**src/rtl/screening_pkg.sv**
```systemverilog
// Shared types for the sequential bit screener: per-word order select and iterator state.
package screening_pkg;

  localparam int unsigned DEFAULT_WORD_WIDTH = 8;

  typedef enum logic {
    SCREEN_JUNIOR = 1'b0,
    SCREEN_SENIOR = 1'b1
  } screen_mode_t;

  typedef enum logic {
    ST_IDLE,
    ST_ITER
  } screen_iter_state_t;

endpackage

```
**src/rtl/onehot_to_index.sv**
```systemverilog
// One-hot to binary encoder; a zero input encodes to index 0.
module onehot_to_index #(
  parameter int unsigned WORD_WIDTH = 8,
  localparam int unsigned INDEX_WIDTH = $clog2(WORD_WIDTH)
) (
  input  logic [WORD_WIDTH-1:0]  i_onehot,
  output logic [INDEX_WIDTH-1:0] o_index
);

  always_comb begin
    o_index = '0;
    for (int unsigned i = 0; i < WORD_WIDTH; i++) begin
      if (i_onehot[i]) begin
        o_index = o_index | INDEX_WIDTH'(i);
      end
    end
  end

endmodule

```
**src/rtl/screening_by_junior.sv**
```systemverilog
// Combinational junior screen: isolates the lowest set bit of in_word when c_i is high.
module screening_by_junior #(
  parameter int unsigned WORD_WIDTH = 8
) (
  input  logic                  c_i,
  input  logic [WORD_WIDTH-1:0] in_word,
  output logic [WORD_WIDTH-1:0] out_onehot
);

  // Two's-complement trick: x & -x keeps only the lowest set bit.
  assign out_onehot = c_i ? (in_word & (~in_word + WORD_WIDTH'(1))) : '0;

endmodule

```
**src/rtl/screening_by_senior.sv**
```systemverilog
// Combinational senior screen: isolates the highest set bit of in_word when c_i is high.
module screening_by_senior #(
  parameter int unsigned WORD_WIDTH = 8
) (
  input  logic                  c_i,
  input  logic [WORD_WIDTH-1:0] in_word,
  output logic [WORD_WIDTH-1:0] out_onehot
);

  // Ascending scan; each later hit overwrites, so the highest set bit wins.
  always_comb begin
    out_onehot = '0;
    for (int unsigned i = 0; i < WORD_WIDTH; i++) begin
      if (c_i && in_word[i]) begin
        out_onehot    = '0;
        out_onehot[i] = 1'b1;
      end
    end
  end

endmodule

```
**src/rtl/screening_iterator.sv**
```systemverilog
// Accepts a word via valid/ready and emits its set bits one per beat, junior- or senior-first.
module screening_iterator
  import screening_pkg::*;
#(
  parameter int unsigned WORD_WIDTH = DEFAULT_WORD_WIDTH,
  localparam int unsigned INDEX_WIDTH = $clog2(WORD_WIDTH)
) (
  input  logic                   clk,
  input  logic                   rst_n,
  input  logic                   in_valid,
  output logic                   in_ready,
  input  logic [WORD_WIDTH-1:0]  in_word,
  input  logic                   in_mode,
  input  logic                   c_i,
  output logic                   out_valid,
  input  logic                   out_ready,
  output logic [WORD_WIDTH-1:0]  out_onehot,
  output logic [INDEX_WIDTH-1:0] out_index,
  output logic                   out_last,
  output logic                   out_empty
);

  screen_iter_state_t r_state;
  screen_mode_t       r_mode;
  logic [WORD_WIDTH-1:0] r_remaining;

  logic [WORD_WIDTH-1:0]  w_junior;
  logic [WORD_WIDTH-1:0]  w_senior;
  logic [WORD_WIDTH-1:0]  w_pick;
  logic [INDEX_WIDTH-1:0] w_index;
  logic                   w_iter;
  logic                   w_last;
  logic                   w_beat;
  logic                   w_accept;

  screening_by_junior #(
    .WORD_WIDTH (WORD_WIDTH)
  ) u_junior (
    .c_i        (1'b1),
    .in_word    (r_remaining),
    .out_onehot (w_junior)
  );

  screening_by_senior #(
    .WORD_WIDTH (WORD_WIDTH)
  ) u_senior (
    .c_i        (1'b1),
    .in_word    (r_remaining),
    .out_onehot (w_senior)
  );

  assign w_pick = (r_mode == SCREEN_SENIOR) ? w_senior : w_junior;

  onehot_to_index #(
    .WORD_WIDTH (WORD_WIDTH)
  ) u_encode (
    .i_onehot (w_pick),
    .o_index  (w_index)
  );

  assign w_iter   = (r_state == ST_ITER);
  assign w_last   = ((r_remaining & ~w_pick) == '0);
  assign w_beat   = w_iter & out_ready;
  assign in_ready = ~w_iter | (w_beat & w_last);
  assign w_accept = in_valid & in_ready;

  // Beat fields are forced to zero outside ITER so idle outputs match the reset values.
  assign out_valid  = w_iter;
  assign out_onehot = w_iter ? w_pick : '0;
  assign out_index  = w_iter ? w_index : '0;
  assign out_last   = w_iter & w_last;
  assign out_empty  = w_iter & (r_remaining == '0);

  always_ff @(posedge clk) begin
    if (!rst_n) begin
      r_state     <= ST_IDLE;
      r_mode      <= SCREEN_JUNIOR;
      r_remaining <= '0;
    end else if (w_accept) begin
      // Also covers the last-beat reload: the new word replaces the finished one.
      r_state     <= ST_ITER;
      r_mode      <= screen_mode_t'(in_mode);
      r_remaining <= c_i ? in_word : '0;
    end else if (w_beat) begin
      r_remaining <= r_remaining & ~w_pick;
      if (w_last) begin
        r_state <= ST_IDLE;
      end
    end
  end

endmodule

```
**config.mk**
```make
export PLATFORM = sky130hd
export DESIGN_NAME = screening_iterator
export DESIGN_NICKNAME = d
export VERILOG_FILES = /design/src/rtl/screening_pkg.sv /design/src/rtl/onehot_to_index.sv /design/src/rtl/screening_by_junior.sv /design/src/rtl/screening_by_senior.sv /design/src/rtl/screening_iterator.sv
export SDC_FILE = /design/constraint.sdc
export NUM_CORES = 1
export LEC_CHECK = 0
export BUFFER_PORTS_ARGS = -buffer_cell sky130_fd_sc_hd__buf_2
export CORE_ASPECT_RATIO = 0.5
export CORE_MARGIN = 8
export CORE_UTILIZATION = 35
export CTS_CLUSTER_SIZE = 16
export DETAILED_ROUTE_END_ITERATION = 8
export PLACE_DENSITY = 0.56
export SYNTH_ARGS = -nofsm -noshare
export SYNTH_HDL_FRONTEND = slang
export SYNTH_SLANG_ARGS = --single-unit
```
**constraint.sdc**
```tcl
create_clock -name clk -period 2.1 [get_ports clk]
set_input_delay 0.42 -clock clk [delete_from_list [all_inputs] [get_ports clk]]
set_output_delay 0.42 -clock clk [all_outputs]
set_load 0.1 [all_outputs]
```
# [After elaboration in Yosys (flattened, before gate mapping)]
# Index checks and enable logic that the tools add are counted.
[word_totals] regBits=10 word_cells=44
[classes] n_addsub=1 n_mux=24 n_bitwise=11 reduce_logical=5
[ops] op="2-to-1 mux 8 bit" n=6
[ops] op="2-to-1 mux 3 bit" n=6
[ops] op="bitwise AND 8 bit" n=2
[ops] op="zero test 8 bit" n=2
[ops] op="NOT 8 bit" n=2
[ops] op="adder 8 x 1 -> 8 bit (second input constant)" n=1
[ops] op="2-to-1 mux 7 bit" n=1
[ops] op="2-to-1 mux 2 bit" n=3
[ops] op="2-to-1 mux 6 bit" n=1
[ops] op="bitwise AND 1 bit" n=5
[ops] op="2-to-1 mux 1 bit" n=5
[ops] op="2-to-1 mux 5 bit" n=1
[ops] op="2-to-1 mux 4 bit" n=1
[ops] op="nonzero test 2 bit" n=2
[ops] op="AND reduction 2 bit" n=1
[ops] op="NOT 1 bit" n=1
[ops] op="bitwise OR 1 bit" n=1

# [Longest topological paths before layout]
# Gate-level depths: netlist (run 1).
[logic_depth] ltp_word=17 ltp_mapped=7

# [Modules after synthesis]
# A second synthesis (run 1) with hierarchy kept.
[hier_totals] hier_cells=132 hier_area_um2=1038.5
[by_module_without_submodules] mod="screening_iterator" instances=1 cells_each=104 area_each_um2=819.5
[by_module_without_submodules] mod="screening_by_senior" instances=1 cells_each=11 area_each_um2=102.6
[by_module_without_submodules] mod="screening_by_junior" instances=1 cells_each=14 area_each_um2=93.8
[by_module_without_submodules] mod="onehot_to_index" instances=1 cells_each=3 area_each_um2=22.5

# [Worst setup path after synthesis (run 1)]
# OpenSTA, ideal clock, no wires.
[synth_timing] path_kind="reg-to-output" start="register r_state (netlist: out_valid)" end="output out_empty" arrival_ps=4245 required_time_ps=1680 slack_ps=-2565 path_stages_with_launch=3 path_buffers=0 path_cell_list="dfxtp_1 -> inv_1 -> nor4_1"
[synth_via] elab_chain_cells=1
[synth_rtl] element="start: declaration" line_no="screening_iterator.sv:23" source="screen_iter_state_t r_state;"
[synth_rtl] element="start signal: assignment" line_no="screening_iterator.sv:76" source="r_state <= ST_IDLE;"
[synth_rtl] element="start signal: assignment" line_no="screening_iterator.sv:81" source="r_state <= ST_ITER;"
[synth_rtl] element="start signal: assignment" line_no="screening_iterator.sv:87" source="r_state <= ST_IDLE;"
[synth_rtl] element="bitwise AND 1 bit" line_no="screening_iterator.sv:72" source="assign out_empty = w_iter & (r_remaining == '0);"
[synth_rtl] element="end: declaration" line_no="screening_iterator.sv:20" source="output logic out_empty"
# No other way between the ends.

# [Final worst setup path (run 1)]
[layout_timing] start="register r_remaining[2]" end="output out_onehot[5]"
[layout_via] elab_chain_cells=5
[layout_rtl] element="start: declaration" line_no="screening_iterator.sv:25" source="logic [WORD_WIDTH-1:0] r_remaining;"
[layout_rtl] element="start signal: assignment" line_no="screening_iterator.sv:83" source="r_remaining <= c_i ? in_word : '0;"
[layout_rtl] element="start signal: assignment" line_no="screening_iterator.sv:85" source="r_remaining <= r_remaining & ~w_pick;"
[layout_rtl] element="NOT 8 bit" line_no="screening_by_junior.sv:11" source="assign out_onehot = c_i ? (in_word & (~in_word + WORD_WIDTH'(1))) : '0;"
[layout_rtl] element="adder 8 x 1 -> 8 bit" line_no="screening_by_junior.sv:11"
[layout_rtl] element="bitwise AND 8 bit" line_no="screening_by_junior.sv:11"
[layout_rtl] element="2-to-1 mux 8 bit" line_no="screening_iterator.sv:52" source="assign w_pick = (r_mode == SCREEN_SENIOR) ? w_senior : w_junior;"
[layout_rtl] element="2-to-1 mux 8 bit" line_no="screening_iterator.sv:69" source="assign out_onehot = w_iter ? w_pick : '0;"
[layout_rtl] element="end: declaration" line_no="screening_iterator.sv:17" source="output logic [WORD_WIDTH-1:0] out_onehot,"
# No other way between the ends.

==> results of run 1 <==
==> cell usage after synthesis, drive strengths merged <==
library cell | n | area [µm²]
a211oi | 3 | 22.5
a21oi | 7 | 35.0
a221oi | 1 | 8.76
a32o | 1 | 11.3
a41oi | 1 | 8.76
and2 | 1 | 6.26
and3 | 7 | 45.1
buf | 10 | 77.6
clkbuf | 5 | 18.8
dfxtp | 10 | 200
inv | 4 | 15.0
maj3 | 1 | 10.0
mux2i | 10 | 100
nand2 | 9 | 33.8
nand2b | 1 | 6.26
nand3 | 19 | 95.1
nand3b | 1 | 7.51
nor2 | 5 | 21.3
nor3 | 7 | 35.0
nor4 | 3 | 40.0
o211ai | 3 | 22.5
o21a | 1 | 7.51
o22ai | 2 | 12.5
o2bb2ai | 1 | 8.76
o31ai | 2 | 33.8
o41ai | 3 | 41.3
or2 | 2 | 12.5
or3 | 2 | 17.5
or3b | 1 | 8.76
or4 | 2 | 22.5
==> cell usage in the layout, fill, tap and decap left out, drive strengths merged, types with 4 or more instances in the layout <==
master and instances:
nand2 9, clkbuf 4, mux2i 10, a21oi 7
and3 7, dfxtp 10, nor2 5, nand3 19
buf 64, nor3 7
==> worst max path at each step <==
stage / slack [ps] / to / depth (start not counted) / start
after floorplan: -420 / out_empty / 3 / r_remaining[2]
after global placement: -30 / out_index[0] / 5 / r_remaining[4]
after detailed placement: -50 / out_index[0] / 6 / r_remaining[2]
after CTS: -210 / out_index[0] / 6 / r_remaining[2]
after global routing: -290 / out_index[0] / 5 / r_remaining[4]
final: -240 / out_onehot[5] / 5 / r_remaining[2]
==> metal layers <==
| metal | GRT usage | up-vias |
|---|---|---|
| met5 | 0 | - |
| met2 | 0.248 | 73 |
| met1 | 0.213 | 564 |
| li1 | - | 575 |
| met3 | 0.0416 | 8 |
| met4 | 0.0322 | 0 |
==> layout make-up <==
cell class	count	area, µm²	area share
clock buffer	4	55.1	0.0287
inverter	4	18.8	0.00979
multi-input combinational	96	892	0.465
sequential	10	216	0.113
tap	37	46.3	0.0242
timing repair buffer	64	688	0.359
==> critical path, cell delays in order (launching register included) <==
cell	delay (ps)
dfxtp_2	330
or4_4	570
o31ai_4	250
buf_4	160
and3_4	190
buf_12	170
==> where the power goes <==
part / total (µW) / leakage (µW) / internal [µW] / switching [µW]
registers: 222 / 0.0000862 / 202 / 20.4
clock network: 249 / 0.0000288 / 165 / 83.9
logic: 589 / 0.000639 / 269 / 321
==> stage by stage <==
stage                util  cells  cell area, µm²  hold slack, ps
finish              0.727    215            1920             415
global route        0.727    215            1920             425
CTS                 0.699    209            1840             420
detailed placement  0.623    201            1640             508
global placement    0.623    201            1640             503
floorplan               -    125            1110             543
==> cell families after synthesis <==
kind of cell / synth area share
fa+ha+maj: 0.0102
mux: 0.102
compound gates: 0.216
buf+inv: 0.113
simple gates: 0.357
flops: 0.203
==> registers in the layout, indices dropped and copies added (netlist names) <==
signal       count
r_mode           1
out_valid        1
r_remaining      8
==> timing repair <==
action                                 in CTS  in global routing
endpoints found under the hold margin       0                  0
setup buffers                               4                  6
setup endpoints to repair                  14                 14
gates resized for setup                    29                  6
pin swaps                                  10                  7
==> impl_metrics.ini, run 1 <==
[setup_path]
ff2ff_setup_slack_ps = 210
crit_fanout = 4
reg2reg_depth = 6
crit_type = reg2out
worstPathRequired_ps = 1680
rr_startpoint = r_remaining[2]
endpoint_kind = output port
timing.rr.end = r_remaining[2]
cp-start-kind = flip-flop
cp.arrival_ps = 1920

[routing]
dr.pass1.iters = 4
vias = 1220
wl_met2_mm = 1.76
drt_iter0_markers = 130
drt-met1-wl_mm = 1.76
wl_met3_um = 381
wire_per_inst_um = 18.4
vias_per_cell = 5.67
ant_nets = 0
routed_wirelength_mm = 3.96
top_layer_used = met4
drc_errors = 0

[clock_tree]
htree_levels = 1
cts.path.max_buffers = 2
cts_sinks = 10
ctsHoldBuffers = 0
cts_tree = built
clock-root-buffer = clkbuf_8
insertion_delay_ps = 240
path_clk_slew_ps = 60
cts_buffers = 3

[logic_synthesis]
syn-instance-count = 125
synth.avg_cell_area_um2 = 7.89
syn_nets = 139
yosysWarningCount = 0
netlist_area_um2 = 986
seq_area_frac_synth = 0.203
synth_seq_cells = 10
yosysUniqueCellTypes = 40

[die]
die_w_um = 91.1
die_area_um2 = 4870
ios = 29
initial_utilization = 0.374
num_rows = 13
core-area_um2 = 2640
die_h_um = 53.5

[finish]
diodes = 0
fin_nets = 193
nFillCells = 196
syn_to_final_growth_pct = 94.4
drive_gt1_frac = 0.663

[sta]
relSlewSlack = 0.675
rsz0062_at_grt = yes
drv_slew = 0
setup_viol_count_final = 13
setup_tns_ps = -2000
fin_crit_ps = 2340
tightestPinTransition_ps = 491
period_share = 1.11
skew_ps = 8.69
finalWorstSetupSlack_ps = -237
hold_viol_final = 0
fmax_mhz = 428

[min_path]
holdPathEnd = r_mode
hold_class = in2reg
hp-start = in_mode
min_path_cells = 3

[placement]
gp_congestion = 0.839
io_buffers = 28
dp_slack_ps = -52.1
hpwl_mm = 2.74

[power_and_ir_drop]
powerDensity_nw_per_um2 = 554
leakage_uw = 0.000754
total_power_uw = 1060
vdd_drop_max_mv = 0.443

[grt]
grt_overflow = 0
grt_antenna_before_repair = 0
grt_pass1_wl_mm = 6.13
grtUsageTotal = 0.157
grt_pass1_vias = 1225
grt_max_degree = 20

[run]
maxCapViolCount = 0

[outcome]
status = complete, but fails checks
violations = negative setup slack
Note: power is estimated with default switching activity, not from simulation.
==> inputs of run 2 (changes only) <==
--- a/config.mk
+++ b/config.mk
@@ -11,6 +11,7 @@
 export CORE_UTILIZATION = 35
 export CTS_CLUSTER_SIZE = 16
 export DETAILED_ROUTE_END_ITERATION = 8
+export MAX_ROUTING_LAYER = met4
 export PLACE_DENSITY = 0.56
 export SYNTH_ARGS = -nofsm -noshare
 export SYNTH_HDL_FRONTEND = slang
==> impl_metrics.ini, run 2 (synthesis gave the netlist of run 1 again) <==
[routing]
drc_errors = 0
dr.pass1.iters = 4
wire_per_inst_um = 18.3
drt_iter0_markers = 146
ant_nets = 0
routed_wirelength_mm = 3.93
vias_per_cell = 5.60
vias = 1203

[setup_path]
rr_startpoint = r_remaining[4]
cp.arrival_ps = 1920
worstPathRequired_ps = 1680
cp-start-kind = flip-flop
endpoint_kind = output port
cp-startpoint = r_remaining[2]
crit_fanout = 4
crit_type = reg2out

[sta]
setup_viol_count_final = 13
drv_slew = 0
relSlewSlack = 0.675
skew_ps = 8.20
tightestPinTransition_ps = 491
hold_viol_final = 0
period_share = 1.11
fin_crit_ps = 2340
finalWorstSetupSlack_ps = -239
fmax_mhz = 428
rsz0062_at_grt = yes

[die]
ios = 29
die_h_um = 53.5
core-area_um2 = 2640
num_rows = 13
die_w_um = 91.1
die_area_um2 = 4870
initial_utilization = 0.374

[grt]
grt_pass1_wl_mm = 6.11
grt_overflow = 0
grt_pass1_vias = 1226
grt_max_degree = 20
grtUsageTotal = 0.162
grt_antenna_before_repair = 0

[outcome]
status = complete, but fails checks
violations = negative setup slack

[finish]
diodes = 0
syn_to_final_growth_pct = 94.7
regMostFlops = r_remaining
final_common_cell = buf_4
largest_register_ffs = 8
fin_nets = 193
nFillCells = 195
final_cell_mix = 25 x buf_4, 19 x nand3_1, 17 x buf_12, 14 x buf_2, 9 x mux2i_1
layout.cells.non_filler = 215
drive_gt1_frac = 0.669

[clock_tree]
path_clk_slew_ps = 60
htree_levels = 1
insertion_delay_ps = 240
cts_buffers = 3
clock-root-buffer = clkbuf_8
cts_tree = built
cts_sinks = 10
cts.path.max_buffers = 2
ctsHoldBuffers = 0

[placement]
dpl.cell_count = 201
io_buffers = 28
dp_slack_ps = -52.1
hpwl_mm = 2.74
gp_congestion = 0.852

[power_and_ir_drop]
vdd_drop_max_mv = 0.445
leakage_uw = 0.000753
total_power_uw = 1060
powerDensity_nw_per_um2 = 553

[min_path]
hp-start = in_mode
hold_class = in2reg

[run]
maxCapViolCount = 0
==> run 2: worst max-delay path: stages, from the launching register on <==
cell     delay (ps)
dfxtp_2         330
or4_4           570
o31ai_4         250
buf_4           160
and3_4          190
buf_12          170
==> run 2: power breakdown <==
group	switching (µW)	internal, µW
clock network	85.0	165
logic	320	269
registers	20.6	202
total	425	637
==> run 2: timing repair <==
action | CTS | global route
setup buffers | 4 | 6
resized for setup | 29 | 7
pin swaps | 10 | 7
endpoints found under the setup margin | 14 | 14
==> run 2: routing by layer <==
layer | global-route usage | share of wire | wire length, µm
met3 | 0.0402 | 0.062 | 244
met2 | 0.248 | 0.46 | 1800
met4 | 0.0322 | 0.0025 | 10
met1 | 0.213 | 0.48 | 1880
met5 | - | 0 | 0
==> run 2: per-stage QoR <==
| step | area (µm²) | util | TNS [ps] | hold slack (ps) |
|---|---|---|---|---|
| 5_1_grt | 1920 | 0.728 | -2690 | 425 |
| 3_5_place_dp | 1640 | 0.623 | -121 | 508 |
| 2_1_floorplan | 1110 | - | -905 | 543 |
| 3_3_place_gp | 1640 | 0.623 | -50.8 | 503 |
| 4_1_cts | 1840 | 0.699 | -1900 | 420 |
| 6_report | 1920 | 0.728 | -1990 | 415 |
==> run 2: worst paths after layout <==
kind                                        to  cells after the start  slack (ps)
worst max-delay path             out_onehot[5]                      5        -240
worst min-delay path                    r_mode                      3         420
worst max register to register  r_remaining[3]                      8         180
worst min register to register  r_remaining[6]                      2         510
==> run 2: final cells by class <==
type | instances | area, µm² | share of cell area
inverter | 4 | 18.8 | 0.00978
clock buffer | 4 | 55.1 | 0.0287
timing repair buffer | 64 | 688 | 0.359
tap | 37 | 46.3 | 0.0241
sequential | 10 | 216 | 0.113
multi-input combinational | 96 | 895 | 0.466
==> inputs of run 3 (changes only) <==
==> constraint.sdc (replaced) <==
create_clock -name clk -period 2.55 [get_ports clk]
set_input_delay 0.51 -clock clk [delete_from_list [all_inputs] [get_ports clk]]
set_output_delay 0.51 -clock clk [all_outputs]
set_load 0.1 [all_outputs]
==> impl_metrics.ini, run 3 (synthesis gave the netlist of run 1 again) <==
[routing]
ant_nets = 0
vias_per_cell = 5.54
routed_wirelength_mm = 3.07
drt_iter0_markers = 56
drc_errors = 0
dr.pass1.iters = 4
wire_per_inst_um = 16.4
vias = 1036

[setup_path]
rr_startpoint = r_remaining[5]
endpoint_kind = output port
slowest_delay_ps = 590
critPathSlowestCell = or4_4
crit_path_cell_trace = or4_4 > o41ai_4 > a221oi_2 > nor2_4 > buf_12
cp-start-kind = flip-flop
path_delay_family = simple AND/OR/NAND/NOR gates
cp.arrival_ps = 2070
timing.rr.end = r_remaining[6]
worstPathRequired_ps = 2040
reg2reg_depth = 6
ff2ff_setup_slack_ps = 600
crit_type = reg2out
timing.critical_path.buf_inv = 1
crit_fanout = 5

[finish]
drive_gt1_frac = 0.493
layout.cells.non_filler = 187
largest_register_ffs = 8
regMostFlops = r_remaining
diodes = 0
final_common_cell = nand3_1
final_cell_mix = 19 x nand3_1, 16 x buf_2, 12 x buf_12, 10 x mux2i_1, 9 x nand2_1
syn_to_final_growth_pct = 51.8
fin_nets = 165

[outcome]
violations = negative setup slack
status = complete, but fails checks

[sta]
rsz0062_at_grt = yes
skew_ps = 4.78
fmax_mhz = 388
tightestPinTransition_ps = 519
hold_viol_final = 0
relSlewSlack = 0.654
period_share = 1.01
fin_crit_ps = 2580
setup_viol_count_final = 1
finalWorstSetupSlack_ps = -26.5
setup_tns_ps = -26.5
drv_slew = 0

[clock_tree]
ctsHoldBuffers = 0
cts.path.max_buffers = 2
path_clk_slew_ps = 50
cts_buffers = 3
cts_tree = built
clock-root-buffer = clkbuf_8
insertion_delay_ps = 240
htree_levels = 1
cts_sinks = 10

[min_path]
min_path_cells = 3
holdPathEnd = r_mode
hold_class = in2reg
hp-start = in_mode

[die]
num_rows = 13
core-area_um2 = 2640
initial_utilization = 0.374
die_area_um2 = 4870
die_h_um = 53.5
ios = 29
die_w_um = 91.1

[power_and_ir_drop]
vdd_drop_max_mv = 0.244
powerDensity_nw_per_um2 = 486
leakage_uw = 0.000584

[grt]
grt_pass1_vias = 960
grtUsageTotal = 0.129
grt_overflow = 0
grt_pass1_wl_mm = 4.86
grt_antenna_before_repair = 0
grt_max_degree = 20

[placement]
hpwl_mm = 2.34
io_buffers = 28
dpl.cell_count = 181
gp_congestion = 0.891

[run]
maxCapViolCount = 0
## run 3: changes by cell type in the layout (fill, tap and decap cells not counted), moves of 3 or more
cell and delta:
buf_4 -17, dfxtp_1 +3, and3_2 +4, dfxtp_2 -3, buf_6 -8, and3_4 -6, buf_12 -5
## run 3: where the power goes
part           total (µW)  switching (µW)  leakage [µW]  internal [µW]
logic                 342             214      0.000471            129
registers             183            18.0     0.0000849            165
clock network         202            65.9     0.0000288            136
## run 3: final cells by class
class                      instances  area (µm²)
tap                               37        46.3
clock buffer                       4        55.1
fill                             251        1140
multi-input combinational         96         787
inverter                           4        15.0
timing repair buffer              36         380
sequential                        10         213
## run 3: layer usage
| layer | routed length [µm] | GRT usage | up-vias | part of all wire |
|---|---|---|---|---|
| li1 | - | - | 518 | - |
| met1 | 1630 | 0.180 | 479 | 0.53 |
| met2 | 1260 | 0.178 | 37 | 0.41 |
| met3 | 170 | 0.0291 | 2 | 0.055 |
| met4 | 6 | 0.0375 | 0 | 0.0020 |
| met5 | 0 | - | - | 0 |
## run 3: how the worst max path moves through the flow
stage / from / to / cells past startpoint
floorplan: r_remaining[2] / out_empty / 3
global placement: r_remaining[5] / out_index[0] / 5
detailed placement: r_remaining[3] / out_index[0] / 6
CTS: r_remaining[3] / out_index[0] / 6
global route: r_remaining[5] / out_index[0] / 5
finish: r_remaining[5] / out_index[0] / 5
## run 3: stage by stage
step                      total power [µW]  utilization  instance area, µm²  setup WS [ps]  hold WS, ps
after floorplan                        430            -                1060          -64.7          574
after global placement                 508        0.522                1380            205          511
after detailed placement               510        0.522                1380            182          526
after CTS                              723        0.553                1460           34.3          514
after global routing                   768        0.568                1500           -109          530
final                                  728        0.568                1500          -26.5          521
## run 3: repair_timing
item,4_1_cts,5_1_grt
pin swaps,1,5
gates resized for setup,6,6
setup buffers,0,2
endpoints found under the setup margin,3,3
## run 3: worst min-delay path, cell delays in order
cell and delay [ps]:
buf_2 90, nand2_1 40, mux2i_1 50
